[config.mk]
export PLATFORM = sky130hd
export DESIGN_NAME = servo_pwm_decoder
export DESIGN_NICKNAME = d
export VERILOG_FILES = /design/src/rtl/servo_pwm_decoder.sv
export SDC_FILE = /design/constraint.sdc
export NUM_CORES = 1
export LEC_CHECK = 0
export CORE_AREA = 4 4 67 69
export CTS_BUF_LIST = sky130_fd_sc_hd__clkbuf_2
export CTS_CLUSTER_DIAMETER = 30
export DETAILED_ROUTE_END_ITERATION = 16
export DIE_AREA = 0 0 71 73
export PLACE_DENSITY = 0.76
export SLEW_MARGIN = 40
export SYNTH_ARGS = -nofsm -noshare
export SYNTH_HDL_FRONTEND = slang
export SYNTH_SLANG_ARGS = --single-unit
[constraint.sdc]
create_clock -name clk_10KHz -period 2.45 [get_ports clk_10KHz]
set_clock_uncertainty 0.15 [all_clocks]
set_input_delay 0.245 -clock clk_10KHz [delete_from_list [all_inputs] [get_ports clk_10KHz]]
set_output_delay 0.245 -clock clk_10KHz [all_outputs]
set_load 0.03 [all_outputs]
[src/rtl/servo_pwm_decoder.sv]
// Servo PWM decoder: measures the high time and the rise-to-rise period of a
// servo-style PWM line sampled at 10 kHz, validates each frame against
// width/period windows, and reports width, period and a coarse position.
module servo_pwm_decoder #(
  parameter int MIN_W    = 5,
  parameter int MAX_W    = 25,
  parameter int PER_MIN  = 180,
  parameter int PER_MAX  = 220,
  parameter int LOW_MAX  = 9,
  parameter int HIGH_MIN = 15,
  parameter int TIMEOUT  = 250
) (
  input  logic       clk_10KHz,
  input  logic       reset,
  input  logic       pwm_in,
  output logic [7:0] width,
  output logic [7:0] period,
  output logic [1:0] position,
  output logic       sample_valid,
  output logic       bad_frame,
  output logic       signal_lost
);

  localparam logic [7:0] MIN_W8    = 8'(MIN_W);
  localparam logic [7:0] MAX_W8    = 8'(MAX_W);
  localparam logic [7:0] PER_MIN8  = 8'(PER_MIN);
  localparam logic [7:0] PER_MAX8  = 8'(PER_MAX);
  localparam logic [7:0] LOW_MAX8  = 8'(LOW_MAX);
  localparam logic [7:0] HIGH_MIN8 = 8'(HIGH_MIN);
  localparam logic [7:0] TIMEOUT8  = 8'(TIMEOUT);

  typedef enum logic [1:0] {ARM, HIGH, LOW} state_t;

  state_t     state, state_n;
  logic       sync1, s, s_d;
  logic       rise, fall;
  logic [7:0] hi_cnt, per_cnt, hi_n, per_n;
  logic       frame_done, frame_ok, loss;
  logic [1:0] pos_calc;

  function automatic logic [7:0] sat_inc(input logic [7:0] c);
    return (c == 8'hFF) ? c : c + 8'd1;
  endfunction

  // Two-flop synchronizer plus one delay stage for edge detection
  always_ff @(posedge clk_10KHz or posedge reset) begin
    if (reset) begin
      sync1 <= 1'b0;
      s     <= 1'b0;
      s_d   <= 1'b0;
    end else begin
      sync1 <= pwm_in;
      s     <= sync1;
      s_d   <= s;
    end
  end

  assign rise = s & ~s_d;
  assign fall = ~s & s_d;

  // State and counter registers
  always_ff @(posedge clk_10KHz or posedge reset) begin
    if (reset) begin
      state   <= ARM;
      hi_cnt  <= 8'd0;
      per_cnt <= 8'd0;
    end else begin
      state   <= state_n;
      hi_cnt  <= hi_n;
      per_cnt <= per_n;
    end
  end

  // Next-state and counter logic; a rise always wins over a timeout
  always_comb begin
    state_n    = state;
    hi_n       = hi_cnt;
    per_n      = per_cnt;
    frame_done = 1'b0;
    loss       = 1'b0;
    case (state)
      ARM: begin
        if (rise) begin
          state_n = HIGH;
          hi_n    = 8'd1;
          per_n   = 8'd1;
        end
      end
      HIGH: begin
        if (hi_cnt >= TIMEOUT8) begin
          loss    = 1'b1;
          state_n = ARM;
          hi_n    = 8'd0;
          per_n   = 8'd0;
        end else begin
          per_n = sat_inc(per_cnt);
          if (fall) state_n = LOW;
          else      hi_n    = sat_inc(hi_cnt);
        end
      end
      LOW: begin
        if (rise) begin
          frame_done = 1'b1;
          state_n    = HIGH;
          hi_n       = 8'd1;
          per_n      = 8'd1;
        end else if (per_cnt >= TIMEOUT8) begin
          loss    = 1'b1;
          state_n = ARM;
          hi_n    = 8'd0;
          per_n   = 8'd0;
        end else begin
          per_n = sat_inc(per_cnt);
        end
      end
      default: state_n = ARM;
    endcase
  end

  // Frame validation and position bucketing from the captured counts
  always_comb begin
    frame_ok = (hi_cnt >= MIN_W8) && (hi_cnt <= MAX_W8) &&
               (per_cnt >= PER_MIN8) && (per_cnt <= PER_MAX8);
    if (hi_cnt <= LOW_MAX8)       pos_calc = 2'd0;
    else if (hi_cnt >= HIGH_MIN8) pos_calc = 2'd2;
    else                          pos_calc = 2'd1;
  end

  // Output registers: latch valid frames, strobe results, flag loss
  always_ff @(posedge clk_10KHz or posedge reset) begin
    if (reset) begin
      width        <= 8'd0;
      period       <= 8'd0;
      position     <= 2'd3;
      sample_valid <= 1'b0;
      bad_frame    <= 1'b0;
      signal_lost  <= 1'b1;
    end else begin
      sample_valid <= 1'b0;
      bad_frame    <= 1'b0;
      if (frame_done) begin
        if (frame_ok) begin
          width        <= hi_cnt;
          period       <= per_cnt;
          position     <= pos_calc;
          sample_valid <= 1'b1;
          signal_lost  <= 1'b0;
        end else begin
          bad_frame <= 1'b1;
        end
      end
      if (loss) begin
        signal_lost <= 1'b1;
        position    <= 2'd3;
      end
    end
  end

endmodule

* Word level (Yosys, flattened, before mapping)
Cells that the tools add are included.
** Word-level totals
- Bits in registers :: 42
- Input bits :: 3
- Output and inout bits :: 21
- Word-level logic and storage cells :: 83
** Operators by class
- Add/sub/neg operators :: 2
- Order comparisons :: 8
- Equality and inequality tests :: 9
- Multiplexer cells :: 36
- Bitwise operators :: 4
- Reduce and logical (&&, ||, !) cells :: 12
** Operators with widths (count)
- 8-bit 2-to-1 mux :: 10
- 8-bit one-hot mux with 3 select lines :: 2
- 8-bit >= comparator (second input constant) :: 3
- 2-bit 2-to-1 mux :: 10
- 8-bit by 1-bit adder with 8-bit output (second input constant) :: 2
- 8-bit == test (second input constant) :: 2
- 1-bit 2-to-1 mux :: 12
- 3-bit != test (second input constant) :: 4
- 8-bit by 3-bit >= comparator with 1-bit output (second input constant) :: 1
- 8-bit by 4-bit >= comparator with 1-bit output (second input constant) :: 1
- 8-bit by 4-bit less-or-equal comparator with 1-bit output (second input constant) :: 1
- 8-bit by 5-bit less-or-equal comparator with 1-bit output (second input constant) :: 1
- 8-bit less-or-equal comparator (second input constant) :: 1
- 2-bit one-hot mux with 3 select lines :: 1
- 2-bit AND reduction :: 3
- 5-bit AND reduction :: 1
- 2-bit nonzero test :: 2
- 1-bit logical AND :: 3
- 3-bit AND reduction :: 1
- 3-bit nonzero test :: 1
- 1-bit bitwise AND :: 2
- 2-bit by 1-bit == test with 1-bit output (second input constant) :: 1
- 2-bit == test (second input constant) :: 1
- 2-bit zero test :: 1
- 3 further kinds :: 4

* Logic depth before layout (Yosys ltp)
Gate-level depths: netlist of the first run.
- Depth after elaboration :: 7
- Gate-level depth with buffers :: 9
- Depth with buffers taken out :: 7

* Worst setup path after synthesis of the first run
No wires, ideal clock.
- Kind :: reg2reg
- Start :: register state[0]
- End :: register period[4]
- Setup time :: 0.125 ns
- Arrival time :: 1.925 ns
- Data required time :: 2.175 ns
- Slack :: 0.250 ns
- Cell stages (with the launch flop) :: 8
- Buffers on the path :: 1
- Period minus slack after synthesis :: 2.200 ns
- Path through :: dfrtp_1 > inv_1 > ha_1 > nand3b_2 > or3b_1 > a2111o_1 > buf_6 > mux2_4
** Between the ends
- Longest elaborated chain between the ends :: 3
** RTL lines
- from (decl) :: line 34 : state_t state, state_n;
- from (signal assigned) :: line 68 : state <= state_n;
- 2-bit == test :: line 81 : case (state)
- 1-bit 2-to-1 mux :: line 81
- 2-bit AND reduction (no source line)
- to (signal assigned) :: line 144 : period <= per_cnt;
- to (decl) :: line 17 : output logic [7:0] period,
Every way passes these cells.
A chain may end at the register's enable or synchronous reset.

* Worst setup path in the final report of the first run
- Start :: register state[0]
- End :: register width[3]
** Between the ends
- Longest elaborated chain between the ends :: 3
** RTL lines
- 2-bit == test :: line 81
- 1-bit 2-to-1 mux :: line 81
- 2-bit AND reduction (no source line)
- to (signal assigned) :: line 143 : width <= hi_cnt;
- to (decl) :: line 16 : output logic [7:0] width,
Every way passes these cells.

==> reports/results.txt, run 1 <==
Sequential share of power: 43.0%
Final min period: 2270 ps
Die W: 71 µm
Fillers: 336
# setup viols final: 0
Largest net degree at the start of global routing: 43
DRT Pass-1 Iters: 4
Initial drt markers: 155
Global-route wire length before repair: 7560 µm
Share of layout cells above drive strength 1: 11.4%
Leakage: 0.00110 µW
Clock-pin slew on the worst setup and hold paths: 200 ps
Number of buffers created by CTS: 5
Avg Inst Size Synth: 9.95 µm²
IO Pins: 24
Slew Limit Fails: 0
Final Hold Viols: 0
Part of the power in the clock network: 21.1%
Post-Syn Area: 0.00221 mm²
Most frequent cells in the layout: dfrtp_1, nand2_1, clkdlybuf4s50_1, a21oi_1
Fin util: 66.1%
Max-cap violations: 0
Sw power: 704 µW
Switching share of power: 37.9%
Vias in the first global route: 1622
# H-tree levels: 2
FP Rows: 23
I/O Buffers: 23
CP cell instances: inv_1, ha_1, nand3b_2, or3b_1, a2111o_1, buf_12, mux2_4
Worst Hold Class: primary input to async pin
Postcts setup bufs: 0
Unrepaired setup endpoints after global routing: no
Slowest Stage Delay on Critical Path: 460 ps
Drt total wl: 4540 µm
Die Span Y: 73 µm
Max-slew headroom: 64.9%
Ant diodes: 0
Vias per cell: 5.69
CTS max path bufs: 2
Die ar.: 0.00518 mm²
Post-route insts no fill: 304
Gate count of the mapped netlist: 222
Total Power: 1860 µW
HPWL after DPL: 3260 µm
Commonest non-fill, non-tap cell in the layout: dfrtp_1
Fin nets: 267
Startpoint Class: flop
Sequential cell area: 0.00105 mm²
Dpl cells: 296
VDD IR max: 0.454 mV
Clock sink total: 42
Achievable Freq: 0.440 GHz
Setup TNS: 0 ps
CP Capture Type: flop
Combinational share of power: 35.9%
Slowest CP cell: dfrtp_1
Actual slew at the worst max-slew pin: 527 ps
Sequential area share after synthesis: 47.8%
Power density cells: 718 mW/mm²
Max FO, Critical Path: 28
Delay-heaviest family, CP: simple AND/OR/NAND/NOR gates
WS Path Type: flop to flop
Post-synthesis cell type count: 43
Total track usage: 18.5%
GR Overflow Total: 0
Antenna-violating nets left: 0
DR vias: 1731
Multi-input gate area: 0.00106 mm²
Outcome: finished clean
Core area: 0.00391 mm²
DRC viols: 0
Worst-skew pair later-pin latency: 400 ps
Final GP Congestion: 0.877
CTS tree: built
Drt wl/cell: 14.9 µm
Final period util: 92.9%
Ys Warns: 0
CTS Hold Bufs: 0
CP bufs+invs: 2
Starting Density: 56.4%
Internal power: 1150 µW
Req. time, crit path: 2610 ps
# resized after CTS: 0
Initial antenna violation count: 0
Root buf cell: clkbuf_2
Syn_nets: 236
Post-synthesis register bit count: 42
Area Overhead vs Synth: 17.2%
CP arrival: 2430 ps
==> synth_stat cells (all sizes together) <==
cell     n  area [µm²]
a21boi   1        7.51
o41ai    5        43.8
nand2b   5        31.3
dfrtp   39         976
ha      11         138
and2     4        25.0
or4      1        7.51
a311oi   1        8.76
a211oi   4        30.0
o32a     1        10.0
or3      2        12.5
nor4     1        6.26
nor2    13        48.8
a21oi   15        78.8
a32o     2        20.0
a2111o   1        11.3
dfstp    3        78.8
o211ai   3        22.5
or2      1        6.26
o31ai    1        12.5
nand3    9        45.0
nand4    1        6.26
o311ai   2        35.0
clkbuf   4        15.0
o22ai    1        6.26
nor3    10        61.3
nand3b   1        11.3
inv     12        45.0
a31oi    3        18.8
or3b     1        8.76
nor2b    4        25.0
a22o     2        17.5
a21o     1        7.51
o21bai   1        7.51
buf      3        33.8
nor3b    2        15.0
o21ai   21         105
nand2   25        93.8
mux2     5        75.1
==> final timing paths <==
path                               start     endpoint  slack (ps)  cells past startpoint
worst max-delay path            state[0]     width[3]         180                      7
min in group clk_10KHz            pwm_in        sync1         110                      1
max in group asynchronous          reset  position[1]        1680                      3
worst min register to register     sync1            s         230                      0
worst max register to register  state[0]     width[3]         180                      7
worst min-delay path               reset    period[3]          90                      3
==> metrics by stage <==
step	instance area (µm²)	setup WS (ps)	hold WS (ps)
CTS	2590	173	78.5
global route	2590	54.4	80.6
finish	2590	175	88.5
global placement	2520	260	193
floorplan	2210	250	126
detailed placement	2520	212	198
==> cell families (layout without fill, tap and decap cells) <==
logic type,count (synthesis),in the layout,share of synthesized area [%]
adders and majority gates,11,11,6.23
DFF,42,42,47.8
and+or+nand+nor,80,80,18.3
buffers and inverters,19,51,4.25
muxes,5,5,3.40
AOI/OAI and AO/OA,65,65,20.1
==> worst min-delay path, stage by stage <==
cell and delay (ps):
clkdlybuf4s50_1 390, inv_1 50, buf_4 440
==> flip-flops by register name (all words and copies together), names as in the netlist, 2 cells and up <==
signal and count:
hi_cnt 8, state 2, position 2, width 8, period 8, per_cnt 8
==> routing by layer <==
| layer | global-route usage (%) | wire length [µm] | vias up |
|---|---|---|---|
| met3 | 3.03 | 190 | 6 |
| met4 | 8.14 | 45 | 0 |
| met2 | 28.9 | 2140 | 44 |
| met5 | 0 | 0 | - |
| met1 | 25.4 | 2160 | 815 |
| li1 | - | - | 866 |
==> power groups by stage <==
stage | Sequential, µW | Combinational, µW | Clock (µW)
after floorplan | 800 | 484 | 0
after global placement | 809 | 646 | 0
final | 799 | 667 | 393
after global routing | 810 | 744 | 432
after CTS | 799 | 659 | 404
after detailed placement | 812 | 656 | 0
==> cell type report <==
cell class                 count  share of cell area, %
clock buffer                   6                   1.16
clock inverter                 2                   1.30
inverter                      12                   1.74
multi-input combinational    161                   40.9
sequential                    42                   40.7
tap                           50                   2.42
timing repair buffer          31                   11.7
(Power assumes the default switching activity.)
==> inputs of run 2 (changes only) <==
Settings changed: CORE_AREA 4 4 67 69 to 2 2 65 67, DIE_AREA 0 0 71 73 to 0 0 67 69.
==> reports/results.txt, run 2 (synthesis gave the netlist of run 1 again) <==
Slew Limit Fails: 0 (unchanged)
Global-route wire length before repair: 7920 µm (was 7560 µm)
Setup TNS: 0 ps (unchanged)
Postcts setup bufs: 0 (unchanged)
Met2 usage: 32.0% (was 28.9%)
Max-slew headroom: 65.5% (was 64.9%)
Commonest non-fill, non-tap cell in the layout: dfrtp_1 (unchanged)
Share of layout cells above drive strength 1: 12.5% (was 11.4%)
Core area: 0.00391 mm² (unchanged)
Startpoint Class: flop (unchanged)
Achievable Freq: 0.435 GHz (was 0.440 GHz)
GR Overflow Total: 0 (unchanged)
DRC viols: 0 (unchanged)
Sequential cell area: 0.00105 mm² (unchanged)
# H-tree levels: 2 (unchanged)
Initial drt markers: 132 (was 155)
Final GP Congestion: 0.897 (was 0.877)
Max FO, Critical Path: 15 (was 28)
Outcome: finished clean (unchanged)
Grt met1 use: 30.7% (was 25.4%)
Leakage: 0.00109 µW (was 0.00110 µW)
Setup crit start: state[0] (unchanged)
IO Pins: 24 (unchanged)
Vias per cell: 5.89 (was 5.69)
Clock sink total: 42 (unchanged)
Req. time, crit path: 2590 ps (was 2610 ps)
Ant diodes: 0 (unchanged)
Multi-input gate area: 0.00106 mm² (about the same)
Max-cap violations: 0 (unchanged)
Worst slack, placed: 214 ps (was 212 ps)
CTS Hold Bufs: 0 (unchanged)
Die W: 67 µm (was 71 µm)
Starting Density: 56.4% (unchanged)
Worst r2r path cells: 7 (unchanged)
Post-route insts no fill: 306 (was 304)
DRT Pass-1 Iters: 4 (unchanged)
Worst R2R Setup Slack: 150 ps (was 180 ps)
Critical path destination: period[4] (was width[3])
Final min period: 2300 ps (was 2270 ps)
Reg-to-reg endpoint: period[4] (was width[3])
Root buf cell: clkbuf_2 (unchanged)
Antenna-violating nets left: 0 (unchanged)
Total Power: 1780 µW (was 1860 µW)
CTS tree: built (unchanged)
Power density cells: 691 mW/mm² (was 718 mW/mm²)
Dpl cells: 298 (was 296)
Fillers: 349 (was 336)
Initial antenna violation count: 0 (unchanged)
I/O Buffers: 23 (unchanged)
DR vias: 1803 (was 1731)
CP Capture Type: flop (unchanged)
R2R Path Start: state[0] (unchanged)
Number of buffers created by CTS: 5 (unchanged)
WS Path Type: flop to flop (unchanged)
Largest net degree at the start of global routing: 43 (unchanged)
Die ar.: 0.00462 mm² (was 0.00518 mm²)
Area Overhead vs Synth: 16.4% (was 17.2%)
Die Span Y: 69 µm (was 73 µm)
CP arrival: 2440 ps (was 2430 ps)
Fin nets: 269 (was 267)
Drt wl/cell: 15.0 µm (was 14.9 µm)
FP Rows: 23 (unchanged)
WHS: 101 ps (was 88.5 ps)
Actual slew at the worst max-slew pin: 517 ps (was 527 ps)
HPWL after DPL: 3270 µm (was 3260 µm)
Most frequent cells in the layout: dfrtp_1, nand2_1, clkdlybuf4s50_1, a21oi_1 (unchanged)
Unrepaired setup endpoints after global routing: no (unchanged)
Worst Hold Class: primary input to async pin (unchanged)
CTS max path bufs: 2 (unchanged)
Drt total wl: 4590 µm (was 4540 µm)
Setup ws final: 152 ps (was 175 ps)
M3 GR Usage: 6.04% (was 3.03%)
VDD IR max: 0.613 mV (was 0.454 mV)
# setup viols final: 0 (unchanged)
Final Hold Viols: 0 (unchanged)
Worst-skew pair later-pin latency: 390 ps (was 400 ps)
Clock-pin slew on the worst setup and hold paths: 200 ps (about the same)
GR peak layer: met2 (unchanged)
Final period util: 93.8% (was 92.9%)
Vias in the first global route: 1714 (was 1622)
Total track usage: 21.8% (was 18.5%)
==> run 2: cell count changes in the layout (fill, tap and decap cells not counted), sizes merged <==
cell | previous run | this run
bufinv | 1 | 0
clkinv | 1 | 2
buf | 8 | 10
==> run 2: repair_timing <==
action | CTS | global route
gates resized for setup | 0 | 1
endpoints found under the setup margin | 0 | 2
hold endpoints to repair | 0 | 0
==> run 2: final cells by class <==
| class | instances | share of cell area (%) |
|---|---|---|
| Clock buffer | 6 | 1.17 |
| Clock inverter | 2 | 0.341 |
| Inverter | 12 | 1.75 |
| Multi-Input combinational cell | 161 | 41.4 |
| Sequential cell | 42 | 41.0 |
| Tap cell | 50 | 2.43 |
| Timing Repair Buffer | 33 | 11.9 |
==> run 2: worst max-delay path, cell delays in order (launching register included) <==
cell      delay [ps]
dfrtp_1          460
inv_1            100
ha_1             180
nand3b_2         120
or3b_1           360
a2111o_1         320
buf_4            200
mux2_4           310
==> run 2: report_power, final <==
part / switching (µW) / internal [µW] / total (µW)
logic: 438 / 251 / 689
clock network: 213 / 70.3 / 284
registers: 62.1 / 741 / 803
total: 713 / 1060 / 1780
==> run 2: through the flow <==
step                area [µm²]  util, %
finish                    2570     65.7
global route              2570     65.7
CTS                       2570     65.6
detailed placement        2530     64.6
global placement          2530     64.6
floorplan                 2210        -
==> run 2: metal layers <==
metal  part of all wire, %  routed length [µm]  vias to the layer above
met5                     0                   0                        -
met1                    47                2140                      859
met3                   4.4                 200                       10
li1                      -                   -                      874
met2                    47                2160                       60
met4                   1.9                  86                        0
==> run 2: worst min-delay path by stage <==
stage | start | endpoint | slack (ps) | cells past startpoint
6_report | reset | s_d | 100 | 3
5_1_grt | pwm_in | sync1 | 80 | 1
4_1_cts | reset | s_d | 110 | 3
3_5_place_dp | sync1 | s | 190 | 0
3_3_place_gp | sync1 | s | 190 | 0
2_1_floorplan | pwm_in | sync1 | 130 | 0
==> inputs of run 3 (changes only) <==
Settings changed: CELL_PAD_IN_SITES_DETAIL_PLACEMENT set to 1, CELL_PAD_IN_SITES_GLOBAL_PLACEMENT set to 1, CORE_AREA 2 2 65 67 to 2 2 74 76, DIE_AREA 0 0 67 69 to 0 0 76 78, GPL_ROUTABILITY_DRIVEN set to 0, PLACE_DENSITY 0.76 to 0.74, TNS_END_PERCENT set to 5.
==> reports/results.txt, run 3 (synthesis gave the netlist of run 1 again) <==
Outcome: finished clean (unchanged)
# setup viols final: 0 (unchanged)
CP arrival: 2530 ps (was 2440 ps)
Ant diodes: 0 (unchanged)
Commonest non-fill, non-tap cell in the layout: dfrtp_1 (unchanged)
DRC viols: 0 (unchanged)
Achievable Freq: 0.423 GHz (was 0.435 GHz)
Core area: 0.00504 mm² (was 0.00391 mm²)
CTS Hold Bufs: 0 (unchanged)
Internal power: 1100 µW (was 1060 µW)
Slowest CP cell: dfrtp_1 (unchanged)
Global-route wire length before repair: 9300 µm (was 7920 µm)
Final min period: 2360 ps (was 2300 ps)
Number of buffers created by CTS: 5 (unchanged)
HPWL after DPL: 4120 µm (was 3270 µm)
Power density cells: 697 mW/mm² (was 691 mW/mm²)
CTS tree: built (unchanged)
Drt total wl: 5500 µm (was 4590 µm)
I/O Buffers: 23 (unchanged)
Actual slew at the worst max-slew pin: 525 ps (was 517 ps)
FP Rows: 26 (was 23)
Most frequent cells in the layout: dfrtp_1, nand2_1, clkdlybuf4s50_1, a21oi_1 (unchanged)
Slew Limit Fails: 0 (unchanged)
CP cell instances: inv_1, ha_1, nand3b_2, or3b_1, a2111o_1, buf_12, mux2_4 (was inv_1, ha_1, nand3b_2, or3b_1, a2111o_1, buf_4, mux2_4)
Initial drt markers: 89 (was 132)
Fillers: 593 (was 349)
Max-cap violations: 0 (unchanged)
Unrepaired setup endpoints after global routing: no (unchanged)
WHS: 89.4 ps (was 101 ps)
IO Pins: 24 (unchanged)
Largest net degree at the start of global routing: 43 (unchanged)
Slowest Stage Delay on Critical Path: 460 ps (about the same)
Part of the power in the clock network: 16.2% (was 16.0%)
Root buf cell: clkbuf_2 (unchanged)
Max-slew headroom: 65.0% (was 65.5%)
CP Capture Type: flop (unchanged)
Switching share of power: 40.7% (was 40.2%)
Clock sink total: 42 (unchanged)
Final period util: 96.5% (was 93.8%)
Starting Density: 43.8% (was 56.4%)
# H-tree levels: 2 (unchanged)
DRT Pass-1 Iters: 4 (unchanged)
Sequential share of power: 43.5% (was 45.2%)
Die Span Y: 78 µm (was 69 µm)
Worst Hold Class: primary input to flop (was primary input to async pin)
Fin nets: 273 (was 269)
Max FO, Critical Path: 12 (was 15)
Leakage: 0.00112 µW (was 0.00109 µW)
Vias in the first global route: 1954 (was 1714)
Final Hold Viols: 0 (unchanged)
DR vias: 1807 (was 1803)
Area Overhead vs Synth: 19.9% (was 16.4%)
Die W: 76 µm (was 67 µm)
Die ar.: 0.00593 mm² (was 0.00462 mm²)
Startpoint Class: flop (unchanged)
Clock-pin slew on the worst setup and hold paths: 220 ps (was 200 ps)
Antenna-violating nets left: 0 (unchanged)
Worst-skew pair later-pin latency: 410 ps (was 390 ps)
Share of layout cells above drive strength 1: 13.5% (was 12.5%)
GR peak layer: met2 (unchanged)
GR Overflow Total: 0 (unchanged)
Setup TNS: 0 ps (unchanged)
M3 GR Usage: 3.26% (was 6.04%)
CTS max path bufs: 2 (unchanged)
Drt wl/cell: 16.7 µm (was 15.0 µm)
WS Path Type: flop to flop (unchanged)
Initial antenna violation count: 0 (unchanged)
Sw power: 751 µW (was 713 µW)
Vias per cell: 5.48 (was 5.89)
Req. time, crit path: 2620 ps (was 2590 ps)
Combinational share of power: 40.4% (was 38.8%)
Grt met1 use: 24.4% (was 30.7%)
Met2 usage: 35.0% (was 32.0%)
CP bufs+invs: 2 (unchanged)
Delay-heaviest family, CP: simple AND/OR/NAND/NOR gates (unchanged)
Total track usage: 19.7% (was 21.8%)
VDD IR max: 0.494 mV (was 0.613 mV)
Total Power: 1850 µW (was 1780 µW)
[run 3: repair_timing]
action / 4_1_cts / 5_1_grt
setup buffers: 0 / 2
setup endpoints to repair: 0 / 4
gates resized for setup: 0 / 0
[run 3: per-stage QoR]
| stage | std cells | worst slack (ps) | area, µm² | util (%) |
|---|---|---|---|---|
| 6_report | 330 | 86.6 | 2650 | 52.5 |
| 5_1_grt | 330 | 14.5 | 2650 | 52.5 |
| 4_1_cts | 328 | 69.9 | 2630 | 52.2 |
| 3_5_place_dp | 320 | 105 | 2590 | 51.4 |
| 3_3_place_gp | 320 | 199 | 2590 | 51.4 |
| 2_1_floorplan | 222 | 250 | 2210 | - |
[run 3: cell type report]
type / instances / area, µm² / area share [%]
clock buffer: 5 / 25.0 / 0.945
clock inverter: 3 / 16.3 / 0.614
inverter: 12 / 45.0 / 1.70
multi-input combinational: 161 / 1060 / 40.0
sequential: 42 / 1050 / 39.8
tap: 70 / 87.6 / 3.31
timing repair buffer: 37 / 360 / 13.6
[run 3: final timing paths]
check                      startpoint          end  slack, ps  cells after the start
max                          state[0]     width[2]         90                      7
min                            pwm_in        sync1         90                      1
max reg2reg                  state[0]     width[2]         90                      7
min reg2reg                     sync1            s        240                      0
max in group asynchronous       reset  position[1]       1680                      3
min in group asynchronous       reset     width[5]        100                      3
[run 3: layer usage]
metal / wire length [µm] / part of all wire, % / up-vias
met5: 0 / 0 / -
met4: 62 / 1.1 / 0
met3: 176 / 3.2 / 6
met2: 2730 / 50 / 28
met1: 2540 / 46 / 899
li1: - / - / 874
[run 3: power by group through the flow]
| stage | combinational [µW] | sequential (µW) | clock, µW |
|---|---|---|---|
| after floorplan | 484 | 800 | 0 |
| after global placement | 700 | 810 | 0 |
| after detailed placement | 726 | 817 | 0 |
| after CTS | 727 | 804 | 316 |
| after global routing | 827 | 813 | 337 |
| final | 745 | 803 | 298 |
